`src/rtl/wb_pkg.sv`:
```
// Shared constants for the MEM/WB stage of the RV32I pipeline.
//   WB_SEL_*  : write-back source select encodings (2 bits)
//   F3_*      : load funct3 encodings (3 bits)
package wb_pkg;

    localparam logic [1:0] WB_SEL_ALU = 2'b00;
    localparam logic [1:0] WB_SEL_MEM = 2'b01;
    localparam logic [1:0] WB_SEL_PC4 = 2'b10;

    localparam logic [2:0] F3_LB  = 3'b000;
    localparam logic [2:0] F3_LH  = 3'b001;
    localparam logic [2:0] F3_LW  = 3'b010;
    localparam logic [2:0] F3_LBU = 3'b100;
    localparam logic [2:0] F3_LHU = 3'b101;

endpackage

```
`src/rtl/load_extend.sv`:
```
// Load data alignment and sign/zero extension (purely combinational).
// Ports:
//   rdata_i   : raw 32-bit word read from data memory
//   funct3_i  : load type (LB/LH/LW/LBU/LHU, anything else treated as LW)
//   addr_lo_i : byte offset of the load address
//   data_o    : extended value to write back
module load_extend
    import wb_pkg::*;
(
    input  logic [31:0] rdata_i,
    input  logic [2:0]  funct3_i,
    input  logic [1:0]  addr_lo_i,
    output logic [31:0] data_o
);

    logic [7:0]  byte_sel;
    logic [15:0] half_sel;

    always_comb begin
        byte_sel = rdata_i[7:0];
        case (addr_lo_i)
            2'd0:    byte_sel = rdata_i[7:0];
            2'd1:    byte_sel = rdata_i[15:8];
            2'd2:    byte_sel = rdata_i[23:16];
            default: byte_sel = rdata_i[31:24];
        endcase
        // Halfword offset bit 0 is ignored; misalignment is not detected here.
        half_sel = addr_lo_i[1] ? rdata_i[31:16] : rdata_i[15:0];
    end

    always_comb begin
        data_o = rdata_i;
        case (funct3_i)
            F3_LB:   data_o = {{24{byte_sel[7]}}, byte_sel};
            F3_LBU:  data_o = {24'h0, byte_sel};
            F3_LH:   data_o = {{16{half_sel[15]}}, half_sel};
            F3_LHU:  data_o = {16'h0, half_sel};
            F3_LW:   data_o = rdata_i;
            default: data_o = rdata_i;
        endcase
    end

endmodule

```
`src/rtl/wb_stage.sv`:
```
// MEM/WB pipeline register and write-back logic for the 5-stage RV32I core.
// Outputs are driven from registered state only (1-cycle latency).
// Ports:
//   clk, rst_n       : clock (rising edge), asynchronous active-low reset
//   stall, flush     : hazard-unit hold / bubble (flush has priority)
//   in_*             : MEM-stage results and load control
//   RegWrite, WriteAddr, WriteData : register-file write port
//   wb_valid         : a valid instruction occupies WB
//   retire_cnt       : 64-bit retired-instruction counter, present only when
//                      WB_RETIRE_CNT_EN is defined
module wb_stage
    import wb_pkg::*;
#(
    parameter int unsigned XLEN = 32
) (
    input  logic            clk,
    input  logic            rst_n,
    input  logic            stall,
    input  logic            flush,
    input  logic            in_valid,
    input  logic            in_reg_write,
    input  logic [4:0]      in_rd,
    input  logic [1:0]      in_wb_sel,
    input  logic [2:0]      in_funct3,
    input  logic [1:0]      in_addr_lo,
    input  logic [XLEN-1:0] in_alu_result,
    input  logic [XLEN-1:0] in_mem_rdata,
    input  logic [XLEN-1:0] in_pc_plus4,
    output logic            RegWrite,
    output logic [4:0]      WriteAddr,
    output logic [XLEN-1:0] WriteData,
`ifdef WB_RETIRE_CNT_EN
    output logic [63:0]     retire_cnt,
`endif
    output logic            wb_valid
);

    logic            valid_q,     valid_d;
    logic            reg_write_q, reg_write_d;
    logic [4:0]      rd_q,        rd_d;
    logic [1:0]      wb_sel_q,    wb_sel_d;
    logic [2:0]      funct3_q,    funct3_d;
    logic [1:0]      addr_lo_q,   addr_lo_d;
    logic [XLEN-1:0] alu_q,       alu_d;
    logic [XLEN-1:0] rdata_q,     rdata_d;
    logic [XLEN-1:0] pc4_q,       pc4_d;
    logic [XLEN-1:0] load_data;

    always_comb begin
        valid_d     = valid_q;
        reg_write_d = reg_write_q;
        rd_d        = rd_q;
        wb_sel_d    = wb_sel_q;
        funct3_d    = funct3_q;
        addr_lo_d   = addr_lo_q;
        alu_d       = alu_q;
        rdata_d     = rdata_q;
        pc4_d       = pc4_q;
        if (flush) begin
            // Bubble; payload cleared too so the outputs are deterministic.
            valid_d     = 1'b0;
            reg_write_d = 1'b0;
            rd_d        = '0;
            wb_sel_d    = '0;
            funct3_d    = '0;
            addr_lo_d   = '0;
            alu_d       = '0;
            rdata_d     = '0;
            pc4_d       = '0;
        end else if (!stall) begin
            valid_d     = in_valid;
            reg_write_d = in_reg_write & in_valid;
            rd_d        = in_rd;
            wb_sel_d    = in_wb_sel;
            funct3_d    = in_funct3;
            addr_lo_d   = in_addr_lo;
            alu_d       = in_alu_result;
            rdata_d     = in_mem_rdata;
            pc4_d       = in_pc_plus4;
        end
    end

    always_ff @(posedge clk or negedge rst_n) begin
        if (!rst_n) begin
            valid_q     <= 1'b0;
            reg_write_q <= 1'b0;
            rd_q        <= '0;
            wb_sel_q    <= '0;
            funct3_q    <= '0;
            addr_lo_q   <= '0;
            alu_q       <= '0;
            rdata_q     <= '0;
            pc4_q       <= '0;
        end else begin
            valid_q     <= valid_d;
            reg_write_q <= reg_write_d;
            rd_q        <= rd_d;
            wb_sel_q    <= wb_sel_d;
            funct3_q    <= funct3_d;
            addr_lo_q   <= addr_lo_d;
            alu_q       <= alu_d;
            rdata_q     <= rdata_d;
            pc4_q       <= pc4_d;
        end
    end

    load_extend u_load_extend (
        .rdata_i   (rdata_q),
        .funct3_i  (funct3_q),
        .addr_lo_i (addr_lo_q),
        .data_o    (load_data)
    );

    always_comb begin
        case (wb_sel_q)
            WB_SEL_MEM: WriteData = load_data;
            WB_SEL_PC4: WriteData = pc4_q;
            WB_SEL_ALU: WriteData = alu_q;
            default:    WriteData = alu_q;  // reserved encoding behaves as ALU
        endcase
    end

    // x0 is hard-wired zero, so writes to it are suppressed here.
    assign RegWrite  = valid_q & reg_write_q & (rd_q != 5'd0);
    assign WriteAddr = rd_q;
    assign wb_valid  = valid_q;

`ifdef WB_RETIRE_CNT_EN
    logic [63:0] retire_cnt_q, retire_cnt_d;

    always_comb begin
        retire_cnt_d = retire_cnt_q;
        if (in_valid && !stall && !flush) begin
            retire_cnt_d = retire_cnt_q + 64'd1;
        end
    end

    always_ff @(posedge clk or negedge rst_n) begin
        if (!rst_n) begin
            retire_cnt_q <= '0;
        end else begin
            retire_cnt_q <= retire_cnt_d;
        end
    end

    assign retire_cnt = retire_cnt_q;
`endif

endmodule

```
`config.mk`:
```
export PLATFORM = sky130hd
export DESIGN_NAME = wb_stage
export DESIGN_NICKNAME = d
export VERILOG_FILES = /design/src/rtl/wb_pkg.sv /design/src/rtl/load_extend.sv /design/src/rtl/wb_stage.sv
export SDC_FILE = /design/constraint.sdc
export NUM_CORES = 1
export LEC_CHECK = 0
export CAP_MARGIN = 20
export CORE_MARGIN = 2
export CORE_UTILIZATION = 48
export DETAILED_ROUTE_END_ITERATION = 12
export MAX_ROUTING_LAYER = met4
export PLACE_DENSITY = 0.8
export SETUP_SLACK_MARGIN = 0.02
export SLEW_MARGIN = 20
export SYNTH_ARGS = -nofsm -noshare
export SYNTH_HDL_FRONTEND = slang
export SYNTH_SLANG_ARGS = --single-unit
```
`constraint.sdc`:
```
create_clock -name clk -period 2.55 [get_ports clk]
set_input_delay 0.51 -clock clk [delete_from_list [all_inputs] [get_ports clk]]
set_output_delay 0.51 -clock clk [all_outputs]
set_load 0.01 [all_outputs]
```
==> metrics.txt <==
Synth area leaders dfrtp_1 (50%), mux2i_1 (20%), nor2_1 (8.1%), a22oi_1 (3.3%), a21oi_1 (1.8%); Nets 815; Setup violations, final 23; Hold Fails Final Rpt 0; Worst setup SP type flop; Cell Pwr Density 552 nW/µm²; unrepaired setup endpoints after global routing yes; cts-stage hold buffer count 0; multi-input combinational cell area 2850 µm²; Reg power frac 42.8%; initial antenna violation count 0; Layout Utilization 72.3%; I/O pin count 153; Distinct cells, synth 35; crit share post-route 104%; outcome finished, violations left; IO buf count 152; Max Slew Vio Count 0; area fraction of the dominant cell type after synthesis 50.2%; Crit. Startpoint addr_lo_q[1]$_DFFE_PN0P_; GRT Residual Overflow 0; Final HPWL DP 11800 µm; Max-Cap Viols 0; total clock buffers created by CTS 9; Yosys reg bits 110; DIE WIDTH 111 µm; Ys Warns 0; cell taking the most area after synthesis dfrtp_1; First-pass DRT Iterations 5; Vias/cell 5.82; HP Class in -> async; Root Driver clkbuf_16; Crit Path Class reg -> out; post-layout minimum cycle time 2.66 ns; dpl cell area 7430 µm²; CTS max path bufs 2; worst path cell trace mux2_4, buf_4, nor3_2, a211o_4, buf_12, o221ai_4, buf_6; crit path DAT 2.15 ns; clock sinks 110; worst setup path end WriteData[17]; final WL 17800 µm; Core Box Area 11300 µm²; violated checks negative setup slack; DRC viols 0; switch share 26.2%; Worst-path clk slew 0.08 ns; Worst Setup Slack, final -0.111 ns; Seq. cell area 2760 µm²; clock share of power 36.0%; FP Rows 39; Max stage delay on crit path 0.45 ns; pin count of the biggest net entering global routing 57; Antenna Nets Post-Route 0; max frequency 0.376 GHz; via count 4934; Worst Skew 0 ns; Post-Syn Area 5480 µm²; CTS tree yes; Iter 0 DRT Violations 366; H-tree Lvls 3; Total GRT Usage 29.3%; Leakage Power 3.84 nW; vias in the first global route 5197; area delta synth->final 48.6%; share of cells above drive strength 1 24.3%; Worst Hold Margin 0.150 ns; Slew Limit Headroom 61.7%; Fillers 769; Gate power share 21.1%; routability cong. 1.00; CP Data Required Time 2.04 ns; Final Cell Area 8150 µm²; maximum vdd drop 378 µV; Die Area 12300 µm²; R2R Path End addr_lo_q[1]$_DFFE_PN0P_; clk_lat worst skew 0.34 ns; FF-to-FF setup slack 1.38 ns; DP Worst Slack -0.174 ns; global-route wire length before repair 27500 µm; initial core utilization 48.7%; worst r2r path cells 5; drt wl/cell 20.9 µm; FF-to-FF Start addr_lo_q[1]$_DFFE_PN0P_; Post-Synthesis Cells 525; switching power 1.18 mW; Avg Inst Size Synth 10.4 µm²; sequential fraction of the synthesis area 50.2%; chip height 111 µm; worst-margin pin slew 0.574 ns; nature of the critical path endpoint output pin; Syn Nets 641; Int Pwr 3.32 mW; Pwr Total 4.50 mW; slowest stage cell, crit path dfrtp_2; worst-path fanout max 8
## worst min-delay path by stage
stage | from | slack [ns] | cells past startpoint | endpoint
6_report | rst_n | 0.15 | 1 | pc4_q[30]$_DFFE_PN0P_
4_1_cts | rst_n | 0.17 | 1 | alu_q[24]$_DFFE_PN0P_
3_3_place_gp | alu_q[21]$_DFFE_PN0P_ | 0.50 | 2 | alu_q[21]$_DFFE_PN0P_
3_5_place_dp | rdata_q[0]$_DFFE_PN0P_ | 0.51 | 2 | rdata_q[0]$_DFFE_PN0P_
2_1_floorplan | rst_n | 0.21 | 0 | WriteAddr[0]$_DFFE_PN0P_
5_1_grt | rst_n | 0.19 | 1 | alu_q[24]$_DFFE_PN0P_
## cell type report
type                            instances  share of cell area, %
Antenna cell                            1                 0.0307
Clock buffer                           10                   2.93
Clock inverter                          6                   1.34
Inverter                               11                  0.507
Multi-Input combinational cell        362                   35.0
Sequential cell                       110                   33.8
Tap cell                              143                   2.20
Timing Repair Buffer                  205                   24.2
## repair_timing
action,CTS,global route
endpoints found under the setup margin,32,32
cloned,2,0
pin swaps,12,10
buffers inserted,9,2
hold endpoints to repair,0,0
resized for setup,188,52
## layer usage
metal	global-route usage (%)	wire length, µm	vias to the layer above
met2	47.7	8850	229
li1	-	-	2212
met5	-	0	-
met4	11.8	769	0
met1	35.3	6940	2439
met3	7.00	1200	54
## cells by family after synthesis
logic type               share of synthesized area [%]
AND/OR/NAND/NOR                                   10.8
AO/OA/AOI/OAI                                     12.8
flip-flops                                        50.2
buffers and inverters                             4.11
adder cells (fa/ha/maj)                          0.456
multiplexers                                      21.7
## cell usage after synthesis
cell / number
buf_2: 15
a221oi_4: 1
dfrtp_1: 110
nand2b_1: 5
or3b_1: 1
or3_1: 1
nand2_1: 8
o2111a_1: 1
nor3b_1: 2
a221o_1: 9
nor2_1: 119
a221oi_2: 1
a211o_1: 1
and2_1: 2
o22ai_1: 6
ha_1: 2
mux2i_1: 108
nand3_1: 1
nor2b_1: 4
a22oi_1: 24
a221oi_1: 6
buf_6: 1
clkbuf_1: 24
o221ai_1: 3
o31ai_1: 6
nor3_1: 2
mux2_4: 2
a21oi_1: 20
o311a_1: 1
buf_1: 2
inv_1: 11
mux2_2: 7
o21a_1: 1
o21ai_1: 3
o21ai_0: 15
## flip-flops by register name (all words and copies together) (netlist names)
register     count
addr_lo_q        2
rdata_q         32
reg_write_q      1
alu_q           32
funct3_q         3
pc4_q           32
WriteAddr        5
wb_sel_q         2
wb_valid         1
## through the flow
step                      instances  TNS [ns]
after detailed placement        826     -1.33
after global routing            847     -2.41
after floorplan                 525         0
after CTS                       847    -0.819
after global placement          826    -0.795
final                           848     -1.27
## critical path, delay by kind of cell, from the launching register on
family,cells,cell delay (ns)
buf+inv,3,0.46
flops,1,0.45
mux,1,0.33
compound gates,2,0.31
simple gates,1,0.25
## power groups by stage
stage	clock network (mW)	registers [mW]	logic, mW
after floorplan	0	1.92	0.393
after global placement	0	1.94	0.822
after detailed placement	0	1.95	0.843
after CTS	1.63	1.92	0.888
after global routing	1.72	1.94	1.02
final	1.62	1.93	0.950
## placed cells by master, fill, tap and decap left out, drive strengths merged, types with 2 or more instances in the layout
cell             n
buf             88
clkinv           3
nand2            8
nor3b            2
nand2b           5
bufinv           3
nor2           119
o21ai           18
and2             2
a22oi           24
ha               2
dfrtp          110
mux2             9
clkdlybuf4s50  117
o221ai           3
nor2b            4
nor3             2
a21oi           20
a221o            9
o31ai            6
o22ai            6
mux2i          108
a221oi           8
inv             11
clkbuf          10
Note: power is estimated with default switching activity, not from simulation.
